### config.mk
export PLATFORM = sky130hd
export DESIGN_NAME = adc_wave_meter
export DESIGN_NICKNAME = d
export VERILOG_FILES = /design/src/rtl/dds_pkg.sv /design/src/rtl/hyst_cross_det.sv /design/src/rtl/adc_wave_meter.sv
export SDC_FILE = /design/constraint.sdc
export NUM_CORES = 1
export LEC_CHECK = 0
export BUFFER_PORTS_ARGS = -buffer_cell sky130_fd_sc_hd__buf_2
export CAP_MARGIN = 20
export CORE_MARGIN = 4
export CORE_UTILIZATION = 47
export CTS_CLUSTER_DIAMETER = 200
export CTS_CLUSTER_SIZE = 16
export DETAILED_ROUTE_END_ITERATION = 8
export HOLD_SLACK_MARGIN = 0.1
export PLACE_DENSITY_LB_ADDON = 0.05
export RECOVER_POWER = 25
export SLEW_MARGIN = 20
export SYNTH_ARGS = -nofsm -noshare
export SYNTH_HDL_FRONTEND = slang
export SYNTH_HIERARCHICAL = 1
export SYNTH_SLANG_ARGS = --single-unit
### constraint.sdc
create_clock -name clk -period 7.7 [get_ports clk]
set_input_delay 0.385 -clock clk [delete_from_list [all_inputs] [get_ports clk]]
set_output_delay 0.385 -clock clk [all_outputs]
set_load 0.01 [all_outputs]
### src/rtl/dds_pkg.sv
// Shared definitions for the DDS/DAC transmit path and the ADC wave meter.
// Holds sample/counter widths, the midscale threshold and hysteresis, the
// measurement FSM state type, DDS word widths, and a saturating increment helper.
package dds_pkg;

    localparam int DATA_W  = 14;
    localparam int MID     = 8192;
    localparam int HYST    = 64;
    localparam int NPER_LG = 4;
    localparam int CNT_W   = 32;
    localparam int TMO_DEF = 32'd16777216;  // 2**24 clk cycles

    localparam int FREQ_W  = 32;            // DDS frequency word width
    localparam int PHASE_W = 12;            // DDS phase/ROM address width

    typedef enum logic [1:0] {
        IDLE = 2'd0,
        ARM  = 2'd1,
        MEAS = 2'd2,
        DONE = 2'd3
    } meas_state_e;

    // Increment that sticks at all-ones instead of wrapping.
    function automatic logic [CNT_W-1:0] sat_inc(input logic [CNT_W-1:0] v);
        if (v == {CNT_W{1'b1}}) begin
            return v;
        end else begin
            return v + {{(CNT_W-1){1'b0}}, 1'b1};
        end
    endfunction

endpackage

### src/rtl/hyst_cross_det.sv
// Hysteretic rising midscale crossing detector.
// Arms (lo_flag) once a sample is at or below MID-HYST and reports a rise on
// the first valid sample at or above MID+HYST afterwards.
// Ports:
//   clk, reset   clock, asynchronous active-high reset
//   clr_i        forces lo_flag low (re-arm from scratch)
//   valid_i      s_q_i carries a fresh sample this cycle
//   s_q_i        registered sample
//   rise_o       combinational lo->hi crossing indication
//   lo_flag_o    current hysteresis state
module hyst_cross_det
    import dds_pkg::*;
(
    input  logic              clk,
    input  logic              reset,
    input  logic              clr_i,
    input  logic              valid_i,
    input  logic [DATA_W-1:0] s_q_i,
    output logic              rise_o,
    output logic              lo_flag_o
);

    // One extra bit so the thresholds can never wrap.
    localparam logic [DATA_W:0] LO_TH = (DATA_W+1)'(MID - HYST);
    localparam logic [DATA_W:0] HI_TH = (DATA_W+1)'(MID + HYST);

    logic [DATA_W:0] s_ext_s;
    logic            lo_flag_q;
    logic            lo_flag_d;

    assign s_ext_s = {1'b0, s_q_i};

    // Hysteresis state update.
    always_comb begin
        lo_flag_d = lo_flag_q;
        if (clr_i) begin
            lo_flag_d = 1'b0;
        end else if (valid_i) begin
            if (s_ext_s <= LO_TH) begin
                lo_flag_d = 1'b1;
            end else if (s_ext_s >= HI_TH) begin
                lo_flag_d = 1'b0;
            end else begin
                lo_flag_d = lo_flag_q;
            end
        end else begin
            lo_flag_d = lo_flag_q;
        end
    end

    // Hysteresis state register.
    always_ff @(posedge clk or posedge reset) begin
        if (reset) begin
            lo_flag_q <= 1'b0;
        end else begin
            lo_flag_q <= lo_flag_d;
        end
    end

    assign rise_o    = valid_i & lo_flag_q & (s_ext_s >= HI_TH);
    assign lo_flag_o = lo_flag_q;

endmodule

### src/rtl/adc_wave_meter.sv
// ADC wave meter: after start, arms on a hysteretic rising midscale crossing,
// times 2**NPER_LG periods in clk cycles and tracks min/max of valid samples.
// Ports:
//   clk, reset     clock, asynchronous active-high reset
//   start          request, honoured only in IDLE
//   s_valid/s_data ADC sample stream (registered once before use)
//   busy           high while arming or measuring
//   done           one-cycle completion pulse (success or timeout)
//   timeout        1 = no valid period measurement
//   period_sum     clk cycles spanning all measured periods
//   period_avg     period_sum >> NPER_LG
//   max_val/min_val/ampl_pp  peak statistics over the measurement window
module adc_wave_meter
    import dds_pkg::*;
#(
    parameter int TMO = TMO_DEF
) (
    input  logic              clk,
    input  logic              reset,
    input  logic              start,
    input  logic              s_valid,
    input  logic [DATA_W-1:0] s_data,
    output logic              busy,
    output logic              done,
    output logic              timeout,
    output logic [CNT_W-1:0]  period_sum,
    output logic [CNT_W-1:0]  period_avg,
    output logic [DATA_W-1:0] max_val,
    output logic [DATA_W-1:0] min_val,
    output logic [DATA_W-1:0] ampl_pp
);

    localparam logic [CNT_W-1:0]   TMO_LAST = CNT_W'(TMO - 1);
    localparam logic [NPER_LG-1:0] PER_LAST = {NPER_LG{1'b1}};

    meas_state_e       state_q, state_d;
    logic [DATA_W-1:0] s_q;
    logic              sv_q;
    logic [CNT_W-1:0]  cyc_q, cyc_d;
    logic [NPER_LG-1:0] per_q, per_d;
    logic [CNT_W-1:0]  tmo_q, tmo_d;
    logic [CNT_W-1:0]  sum_q, sum_d, avg_q, avg_d;
    logic [DATA_W-1:0] max_q, max_d, min_q, min_d, ampl_q, ampl_d;
    logic              tmo_flag_q, tmo_flag_d;
    logic              done_q, done_d, busy_q, busy_d;
    logic              clr_s, rise_s, lo_flag_s;
    logic [DATA_W-1:0] max_nx_s, min_nx_s;
    logic [CNT_W-1:0]  cyc_end_s;

    // Input sample register; holds the last sample between strobes.
    always_ff @(posedge clk or posedge reset) begin
        if (reset) begin
            s_q  <= {DATA_W{1'b0}};
            sv_q <= 1'b0;
        end else begin
            sv_q <= s_valid;
            if (s_valid) begin
                s_q <= s_data;
            end
        end
    end

    hyst_cross_det u_det (
        .clk       (clk),
        .reset     (reset),
        .clr_i     (clr_s),
        .valid_i   (sv_q),
        .s_q_i     (s_q),
        .rise_o    (rise_s),
        .lo_flag_o (lo_flag_s)
    );

    // Peak candidates including the current valid sample; cycle span ending now.
    assign max_nx_s  = (sv_q && (s_q > max_q)) ? s_q : max_q;
    assign min_nx_s  = (sv_q && (s_q < min_q)) ? s_q : min_q;
    assign cyc_end_s = sat_inc(cyc_q);

    // Next-state, counter and result logic.
    always_comb begin
        state_d    = state_q;
        cyc_d      = cyc_q;
        per_d      = per_q;
        tmo_d      = tmo_q;
        sum_d      = sum_q;
        avg_d      = avg_q;
        max_d      = max_q;
        min_d      = min_q;
        ampl_d     = ampl_q;
        tmo_flag_d = tmo_flag_q;
        clr_s      = 1'b0;
        case (state_q)
            IDLE: begin
                if (start) begin
                    state_d    = ARM;
                    cyc_d      = {CNT_W{1'b0}};
                    per_d      = {NPER_LG{1'b0}};
                    tmo_d      = {CNT_W{1'b0}};
                    sum_d      = {CNT_W{1'b0}};
                    avg_d      = {CNT_W{1'b0}};
                    max_d      = {DATA_W{1'b0}};
                    min_d      = {DATA_W{1'b0}};
                    ampl_d     = {DATA_W{1'b0}};
                    tmo_flag_d = 1'b0;
                    clr_s      = 1'b1;
                end else begin
                    state_d = IDLE;
                end
            end
            ARM: begin
                tmo_d = tmo_q + {{(CNT_W-1){1'b0}}, 1'b1};
                if (tmo_q == TMO_LAST) begin
                    state_d    = DONE;
                    tmo_flag_d = 1'b1;
                end else if (rise_s) begin
                    state_d = MEAS;
                    cyc_d   = {CNT_W{1'b0}};
                    per_d   = {NPER_LG{1'b0}};
                    max_d   = s_q;
                    min_d   = s_q;
                end else begin
                    state_d = ARM;
                end
            end
            MEAS: begin
                cyc_d = cyc_end_s;
                tmo_d = tmo_q + {{(CNT_W-1){1'b0}}, 1'b1};
                max_d = max_nx_s;
                min_d = min_nx_s;
                // A completing rise beats a coincident timeout.
                if (rise_s && (per_q == PER_LAST)) begin
                    state_d = DONE;
                    sum_d   = cyc_end_s;
                    avg_d   = cyc_end_s >> NPER_LG;
                    ampl_d  = max_nx_s - min_nx_s;
                end else if (tmo_q == TMO_LAST) begin
                    state_d    = DONE;
                    tmo_flag_d = 1'b1;
                    sum_d      = {CNT_W{1'b0}};
                    avg_d      = {CNT_W{1'b0}};
                    ampl_d     = max_nx_s - min_nx_s;
                end else if (rise_s) begin
                    per_d = per_q + {{(NPER_LG-1){1'b0}}, 1'b1};
                end else begin
                    per_d = per_q;
                end
            end
            DONE: begin
                state_d = IDLE;
            end
            default: begin
                state_d = IDLE;
            end
        endcase
        done_d = (state_d == DONE);
        busy_d = (state_d == ARM) || (state_d == MEAS);
    end

    // State, counters and registered outputs.
    always_ff @(posedge clk or posedge reset) begin
        if (reset) begin
            state_q    <= IDLE;
            cyc_q      <= {CNT_W{1'b0}};
            per_q      <= {NPER_LG{1'b0}};
            tmo_q      <= {CNT_W{1'b0}};
            sum_q      <= {CNT_W{1'b0}};
            avg_q      <= {CNT_W{1'b0}};
            max_q      <= {DATA_W{1'b0}};
            min_q      <= {DATA_W{1'b0}};
            ampl_q     <= {DATA_W{1'b0}};
            tmo_flag_q <= 1'b0;
            done_q     <= 1'b0;
            busy_q     <= 1'b0;
        end else begin
            state_q    <= state_d;
            cyc_q      <= cyc_d;
            per_q      <= per_d;
            tmo_q      <= tmo_d;
            sum_q      <= sum_d;
            avg_q      <= avg_d;
            max_q      <= max_d;
            min_q      <= min_d;
            ampl_q     <= ampl_d;
            tmo_flag_q <= tmo_flag_d;
            done_q     <= done_d;
            busy_q     <= busy_d;
        end
    end

    assign busy       = busy_q;
    assign done       = done_q;
    assign timeout    = tmo_flag_q;
    assign period_sum = sum_q;
    assign period_avg = avg_q;
    assign max_val    = max_q;
    assign min_val    = min_q;
    assign ampl_pp    = ampl_q;

endmodule

==> results.yml, run 1 <==
finish:
  nNetsFinal: 1160
  drive_above_1_share_pct: 13.7
  utilization_pct: 54.2
  n_antenna_cell: 0
  area_growth_pct: 13.3
clock_tree:
  h-tree-depth: 4
  cts_buffers: 17
  cts_buffer_depth: 2
  clock_latency_ns: 0.43
  path_clk_slew_ns: 0.06
  cts_root_buf: "clkbuf_16"
  cts_tree: "yes"
  clkSinkCount: 163
drt:
  remaining_drc_errors: 0
  vias: 7534
  totalWireLength_mm: 23.3
  first_iter_violations: 358
  routedWlPerCell_um: 17.0
  dr.pass1.iters: 5
  postRouteAntennaNets: 0
  vias_per_cell: 5.50
floorplanning:
  dieArea_um2: 22200
  design.core.area_um2: 19500
  dieHeight_um: 149
  ios: 127
  die_x_um: 149
  initial_core_util_pct: 47.8
  row_count: 51
power_and_ir_drop:
  power_density_nw_per_um2: 305
  peakVddDrop_mv: 0.253
  power.leakage_uw: 0.00489
  power.total_uw: 3220
grt:
  grt_pass1_vias: 7262
  grt.total_usage_pct: 21.5
  overflow: 0
  antenna_found_initial: 0
  grt_max_degree: 89
  grt_pass1_wl_mm: 38.3
placed_design:
  hpwl_mm: 16.2
  io_buffers: 122
  gp_congestion: 0.884
  post-place-ws_ns: 3.26
setup_path:
  path_class: "flip-flop to flip-flop"
  crit_path_start_kind: "flip-flop"
  crit_top_cell: "o21ai_0"
  endpoint_kind: "flip-flop"
  worstPathArrival_ns: 4.83
  slowest_stage: "o41ai_1"
  slowest_delay_ns: 0.66
  crit_chain: "ha_1 -> nand4_1 -> o41ai_1 -> a21oi_2 -> o21ai_0 -> ha_1 -> nor2b_1 -> o21ai_0 -> nand2b_1 -> a2111o_1 -> a31o_2 -> o41a_1 -> xnor2_1 -> o21ai_0"
  rr_startpoint: "s_q[13]"
  critPathBufInv: 0
  cp.required_ns: 8.00
  critPathLaunch: "s_q[13]"
  worstPathMaxFanout: 14
  critical_path.top_delay_family: "compound AO/OA/AOI/OAI gates"
job:
  drv_cap: 1
timing:
  worstMarginPinSlew_ns: 4.04
  fin_ws_ns: 3.17
  rsz0062_at_grt: "false"
  slew_viol_final: 89
  setup_viol: 0
  skew_ns: 0.0105
  clock.fmax_ghz: 0.221
  min_period_over_period_pct: 58.8
  fin_crit_ns: 4.53
  hold_viol_final: 0
  tns_ns: 0
  slew_headroom_pct: -171
synth:
  syn_area_um2: 9340
  yosys.area_share.simple_pct: 17.3
  synth-edff-count: 0
  synth_compound_area_share_pct: 16.2
  synth_top_family_by_area: "simple AND/OR/NAND/NOR gates"
  synth_ff_type: "dfrtp_1"
  synth_xor_area_share_pct: 6.38
  synthMuxAreaShare_pct: 3.40
  yosysSeqAreaShare_pct: 43.7
  syn_inst: 1005
  synth-seq-cells: 163
  async_flop_share_pct: 100
  synth_fa_ha_area_share_pct: 6.91
  synth.yosys.warnings: 6
  synth.avg_cell_area_um2: 9.29
  synth_cell_types: 65
run_status:
  violations: "max-capacitance violations, max-slew violations"
  status: "finished with violations"
worst_hold_path:
  hp-start: "s_data[11]"
  hold_path.class: "input pin to flip-flop"
## sequential cells by signal (all words and copies together), names as in the netlist
| signal | cells |
|---|---|
| timeout | 1 |
| min_val | 14 |
| done | 1 |
| busy | 1 |
| u_det/lo_flag_o | 1 |
| per_q | 4 |
| cyc_q | 32 |
| period_sum | 31 |
| s_q | 14 |
| max_val | 14 |
| period_avg | 1 |
| tmo_q | 32 |
| state_q | 2 |
| ampl_pp | 14 |
| sv_q | 1 |
## synth_stat cells, drive strengths merged, types with 11 or more instances
master	n	area share, %
and2	11	0.74
o31ai	23	1.8
nand4	15	1.1
nand2	138	5.5
inv	53	2.1
xor2	38	3.6
mux2	14	1.7
xnor2	30	2.8
o21ai	92	4.9
buf	35	2.7
a22o	21	2.0
clkbuf	32	1.3
and3	15	1.0
a21o	14	1.1
mux2i	16	1.7
nand3	31	1.7
ha	50	6.7
dfrtp	163	44
nor3	11	0.59
nor2	70	2.8
a21oi	35	1.9
## worst register-to-register path: stages (launching register included)
cell and delay [ns]:
dfrtp_1 0.52, ha_1 0.36, nand4_1 0.15, o41ai_1 0.66
a21oi_2 0.25, o21ai_0 0.44, ha_1 0.36, nor2b_1 0.16
o21ai_0 0.14, nand2b_1 0.12, a2111o_1 0.45, a31o_2 0.22
o41a_1 0.34, xnor2_1 0.15, o21ai_0 0.09
## per-layer routing
| metal | wire (um) | vias to the layer above | global-route usage, % |
|---|---|---|---|
| li1 | - | 3687 | - |
| met3 | 936 | 42 | 4.59 |
| met2 | 11100 | 154 | 34.8 |
| met4 | 661 | 0 | 7.64 |
| met5 | 0 | - | 0 |
| met1 | 10600 | 3651 | 28.8 |
## power breakdown
part	internal (uW)	leakage, uW	switching (uW)
clock	527	0.000305	374
combinational	502	0.00235	791
sequential	937	0.00223	93.5
## cell families (layout without fill, tap and decap cells)
kind of cell,Yosys count,after routing
and+or+nand+nor,337,337
other,1,4
muxes,30,30
xor gates and xnor gates,68,68
buffers and inverters,120,216
AOI/OAI and AO/OA,235,235
adders and majority gates,51,51
DFF,163,163
## metrics by stage
step | hold WS [ns] | instance area (um^2) | std cells
after CTS | 0.171 | 10600 | 1369
after detailed placement | 0.268 | 10000 | 1336
after floorplan | 0.114 | 9350 | 1008
final | 0.189 | 10600 | 1369
after global placement | 0.265 | 10000 | 1336
after global routing | 0.181 | 10600 | 1369
## cell type report
class,count,area [um^2]
Fill cell,1862,8940
Multi-Input combinational cell,725,4730
Sequential cell,163,4080
Timing Repair Buffer,131,626
Clock buffer,19,443
Tap cell,265,332
Inverter,53,200
Clock inverter,13,169
## timing repair
action	in CTS	in global routing
resized for setup	0	0
setup buffers	0	0
endpoints found under the hold margin	1	0
hold buffers	1	0
## cells in the final DEF (no fill, tap or decap), types with 3 or more instances in the layout
| master | count |
|---|---|
| clkbuf_1 | 45 |
| or2_2 | 5 |
| and4_1 | 9 |
| o41ai_1 | 5 |
| a21o_1 | 14 |
| nor2_1 | 70 |
| clkbuf_16 | 17 |
| and3_1 | 15 |
| xnor2_1 | 30 |
| nor2b_1 | 4 |
| or3_1 | 8 |
| bufinv_16 | 3 |
| o22ai_1 | 8 |
| inv_1 | 51 |
| conb_1 | 4 |
| nand3_1 | 31 |
| nand2_1 | 138 |
| xor2_1 | 38 |
| a22oi_1 | 5 |
| buf_4 | 8 |
| a31oi_1 | 6 |
| ha_1 | 50 |
| o31ai_1 | 21 |
| a22o_1 | 21 |
| and2_1 | 9 |
| buf_2 | 78 |
| dfrtp_1 | 163 |
| mux2i_1 | 16 |
| a21boi_0 | 3 |
| nor3_1 | 11 |
| inv_6 | 6 |
| mux2_2 | 14 |
| clkinv_2 | 3 |
| nand4_1 | 14 |
| a21oi_1 | 34 |
| nand2b_1 | 3 |
| o21ai_0 | 90 |
| a32o_1 | 3 |
## final timing paths
| kind | to | slack, ns | cells past startpoint |
|---|---|---|---|
| setup / recovery | ampl_pp[12] | 3.17 | 14 |
| hold / removal | s_q[11] | 0.19 | 2 |
| setup reg to reg | ampl_pp[12] | 3.17 | 14 |
| hold reg to reg | period_sum[3] | 0.48 | 2 |
| max in group asynchronous | period_sum[13] | 3.79 | 4 |
| min in group asynchronous | u_det/lo_flag_o | 0.35 | 3 |
Note: power is estimated with default switching activity, not from simulation.
==> run 2: changes to the inputs <==
ABC_AREA = 1   (was unset)
clock period = 3.8 ns   (was 7.7 ns; I/O delays follow)
==> run 2 against run 1 <==
Largest cell class unchanged. The run now ends clean. Critical path depth rose by 4. Flip-flop and latch count did not move. Largest power group unchanged. Routed wire length rose by 15%. Maximum frequency rose by 29%. Synthesized cell count rose by 37%. Clock-buffer cell count fell by 1. Non-clock buffer count rose by 21. Critical endpoint is now ampl_pp[13]. Clock skew rose by 0.0021 ns. First-iteration DRC count rose by 25%.
==> results.yml, run 2 <==
floorplanning:
  die_x_um: 155
  ios: 127
  dieHeight_um: 155
  initial_core_util_pct: 48.1
  row_count: 53
  dieArea_um2: 24100
  design.core.area_um2: 21200
synth:
  synth_cell_types: 47
  yosys-top-cells-area: "dfrtp_1 (40%), nand2_1 (17%), ha_1 (6.1%)"
  synth_top_cell_by_area: "dfrtp_1"
  synth.yosys.warnings: 6
  synth-seq-cells: 163
  yosys.area_share.simple_pct: 27.2
  synthTopCellsByCount: "nand2_1 (452), inv_1 (164), dfrtp_1 (163)"
  synth-edff-count: 0
  synth_xor_area_share_pct: 3.52
  syn_inst: 1381
  synth_compound_area_share_pct: 12.2
  syn_area_um2: 10200
  synthMuxAreaShare_pct: 0
  synth_fa_ha_area_share_pct: 6.33
  synth_top_area_share_pct: 40.0
  async_flop_share_pct: 100
  synth_top_family_by_area: "simple AND/OR/NAND/NOR gates"
  yosysMostFrequentCell: "nand2_1"
  yosysSeqAreaShare_pct: 40.0
  synth_ff_type: "dfrtp_1"
  synth.avg_cell_area_um2: 7.39
timing:
  rsz0062_at_grt: "false"
  fin_crit_ns: 3.52
  skew_ns: 0.0126
  fin_ws_ns: 0.279
  slew_viol_final: 0
  worstMarginPinSlew_ns: 1.39
  slew_headroom_pct: 6.82
  setup_viol: 0
  min_period_over_period_pct: 92.7
  hold_viol_final: 0
  clock.fmax_ghz: 0.284
drt:
  routedWlPerCell_um: 15.2
  vias: 9031
  remaining_drc_errors: 0
  first_iter_violations: 446
  totalWireLength_mm: 26.9
  dr.pass1.iters: 5
  vias_per_cell: 5.09
  postRouteAntennaNets: 0
grt:
  grt_pass1_vias: 8875
  grt.total_usage_pct: 22.9
  grt_max_degree: 110
  antenna_found_initial: 0
  grt_pass1_wl_mm: 45.3
  overflow: 0
clock_tree:
  cts_buffers: 17
  h-tree-depth: 4
  path_clk_slew_ns: 0.07
  cts_root_buf: "clkbuf_16"
  clock_latency_ns: 0.43
  cts_buffer_depth: 2
  cts_tree: "yes"
  clkSinkCount: 163
power_and_ir_drop:
  power_density_nw_per_um2: 581
  peakVddDrop_mv: 0.348
  power.leakage_uw: 0.00586
  power.total_uw: 6700
setup_path:
  rrSetupSlack_ns: 0.28
  worstPathMaxFanout: 20
  endpoint_kind: "flip-flop"
  cp.required_ns: 4.12
  path_class: "flip-flop to flip-flop"
  worstPathArrival_ns: 3.84
  rr_startpoint: "s_q[13]"
  rr_worst_depth: 18
  crit_path_start_kind: "flip-flop"
  r2r-end: "ampl_pp[13]"
placed_design:
  place_area_um2: 10900
  io_buffers: 122
  gp_congestion: 0.898
  hpwl_mm: 19.6
  post-place-ws_ns: 0.00737
run_status:
  status: "completed"
finish:
  layout_common_cells: "nand2_1 (451), inv_1 (163), dfrtp_1 (163), o21ai_0 (95), nor2_1 (83)"
  final_area_um2: 11500
  final_common_cell: "nand2_1"
  area_growth_pct: 12.9
  n_antenna_cell: 0
  drive_above_1_share_pct: 9.61
  nNetsFinal: 1555
worst_hold_path:
  hold_path.class: "input pin to async pin"
job:
  drv_cap: 0
-- run 2: cell types whose count changed in the layout (fill, tap and decap cells not counted), sizes merged, moves of 15 or more --
cell,before,now
a22o,21,0
buf,86,71
clkbuf,63,84
inv,59,173
mux2i,16,0
nand2,138,460
nor2,70,92
nor3,11,28
o21ai,92,141
o22ai,8,27
o31ai,23,3
xnor2,30,9
-- run 2: logic make-up after synthesis --
logic type	after synthesis
flip-flops	163
buffers and inverters	237
AO/OA/AOI/OAI	228
AND/OR/NAND/NOR	660
adder cells (fa/ha/maj)	51
XOR/XNOR	41
other	1
-- run 2: worst max-delay path by stage --
| stage | startpoint | to | cells past startpoint |
|---|---|---|---|
| after floorplan | max_val[13] | ampl_pp[10] | 22 |
| after global placement | s_q[13] | ampl_pp[13] | 20 |
| after detailed placement | s_q[13] | ampl_pp[13] | 20 |
| after CTS | s_q[13] | ampl_pp[13] | 20 |
| after global routing | s_q[13] | ampl_pp[10] | 21 |
| final | s_q[13] | ampl_pp[13] | 18 |
-- run 2: critical path, cell delays in order (launching register included) --
cell	delay (ns)
dfrtp_1	0.46
ha_1	0.32
nand2_1	0.07
inv_1	0.03
nor2_1	0.07
nand2_1	0.07
a21oi_1	0.23
nand2_2	0.22
buf_12	0.21
o21ai_1	0.28
ha_1	0.35
inv_1	0.13
o21ai_0	0.09
a31oi_1	0.23
nand3_2	0.16
a21boi_1	0.22
nand3_1	0.10
nand3_1	0.09
nand2_1	0.05
-- run 2: power breakdown --
part	internal (uW)	switching (uW)	leakage [uW]
sequential	1900	125	0.00222
combinational	964	1990	0.00336
clock	938	792	0.000279
-- run 2: area by class of cell --
| class | count | area [um^2] |
|---|---|---|
| clock buffers | 18 | 439 |
| clock inverters | 14 | 141 |
| fillers | 2135 | 9690 |
| inverters | 168 | 634 |
| multi-input cells | 984 | 5070 |
| flip-flops and latches | 163 | 4080 |
| well taps | 275 | 344 |
| repair buffers | 152 | 816 |
-- run 2: what timing repair did --
action                                 4_1_cts  5_1_grt
resized for setup                            2       16
setup buffers                                0        0
hold buffers                                15        0
endpoints found under the hold margin       42        0
setup endpoints to repair                    1        9
-- run 2: metrics by stage --
step           util (%)  hold slack, ns  instances  setup TNS (ns)
2_1_floorplan         -         -0.0813       1384               0
3_3_place_gp       51.2          0.0622       1727         -0.0193
3_5_place_dp       51.2          0.0631       1727               0
4_1_cts            54.6           0.145       1774               0
5_1_grt            54.3           0.155       1774               0
6_report           54.3           0.152       1774               0
-- run 2: per-layer routing --
layer | share of wire [%] | track usage (%) | up-vias
met5 | 0 | 0 | -
met4 | 1.0 | 5.00 | 0
met3 | 4.5 | 4.01 | 24
met2 | 45 | 36.6 | 186
met1 | 49 | 32.8 | 4178
li1 | - | - | 4643
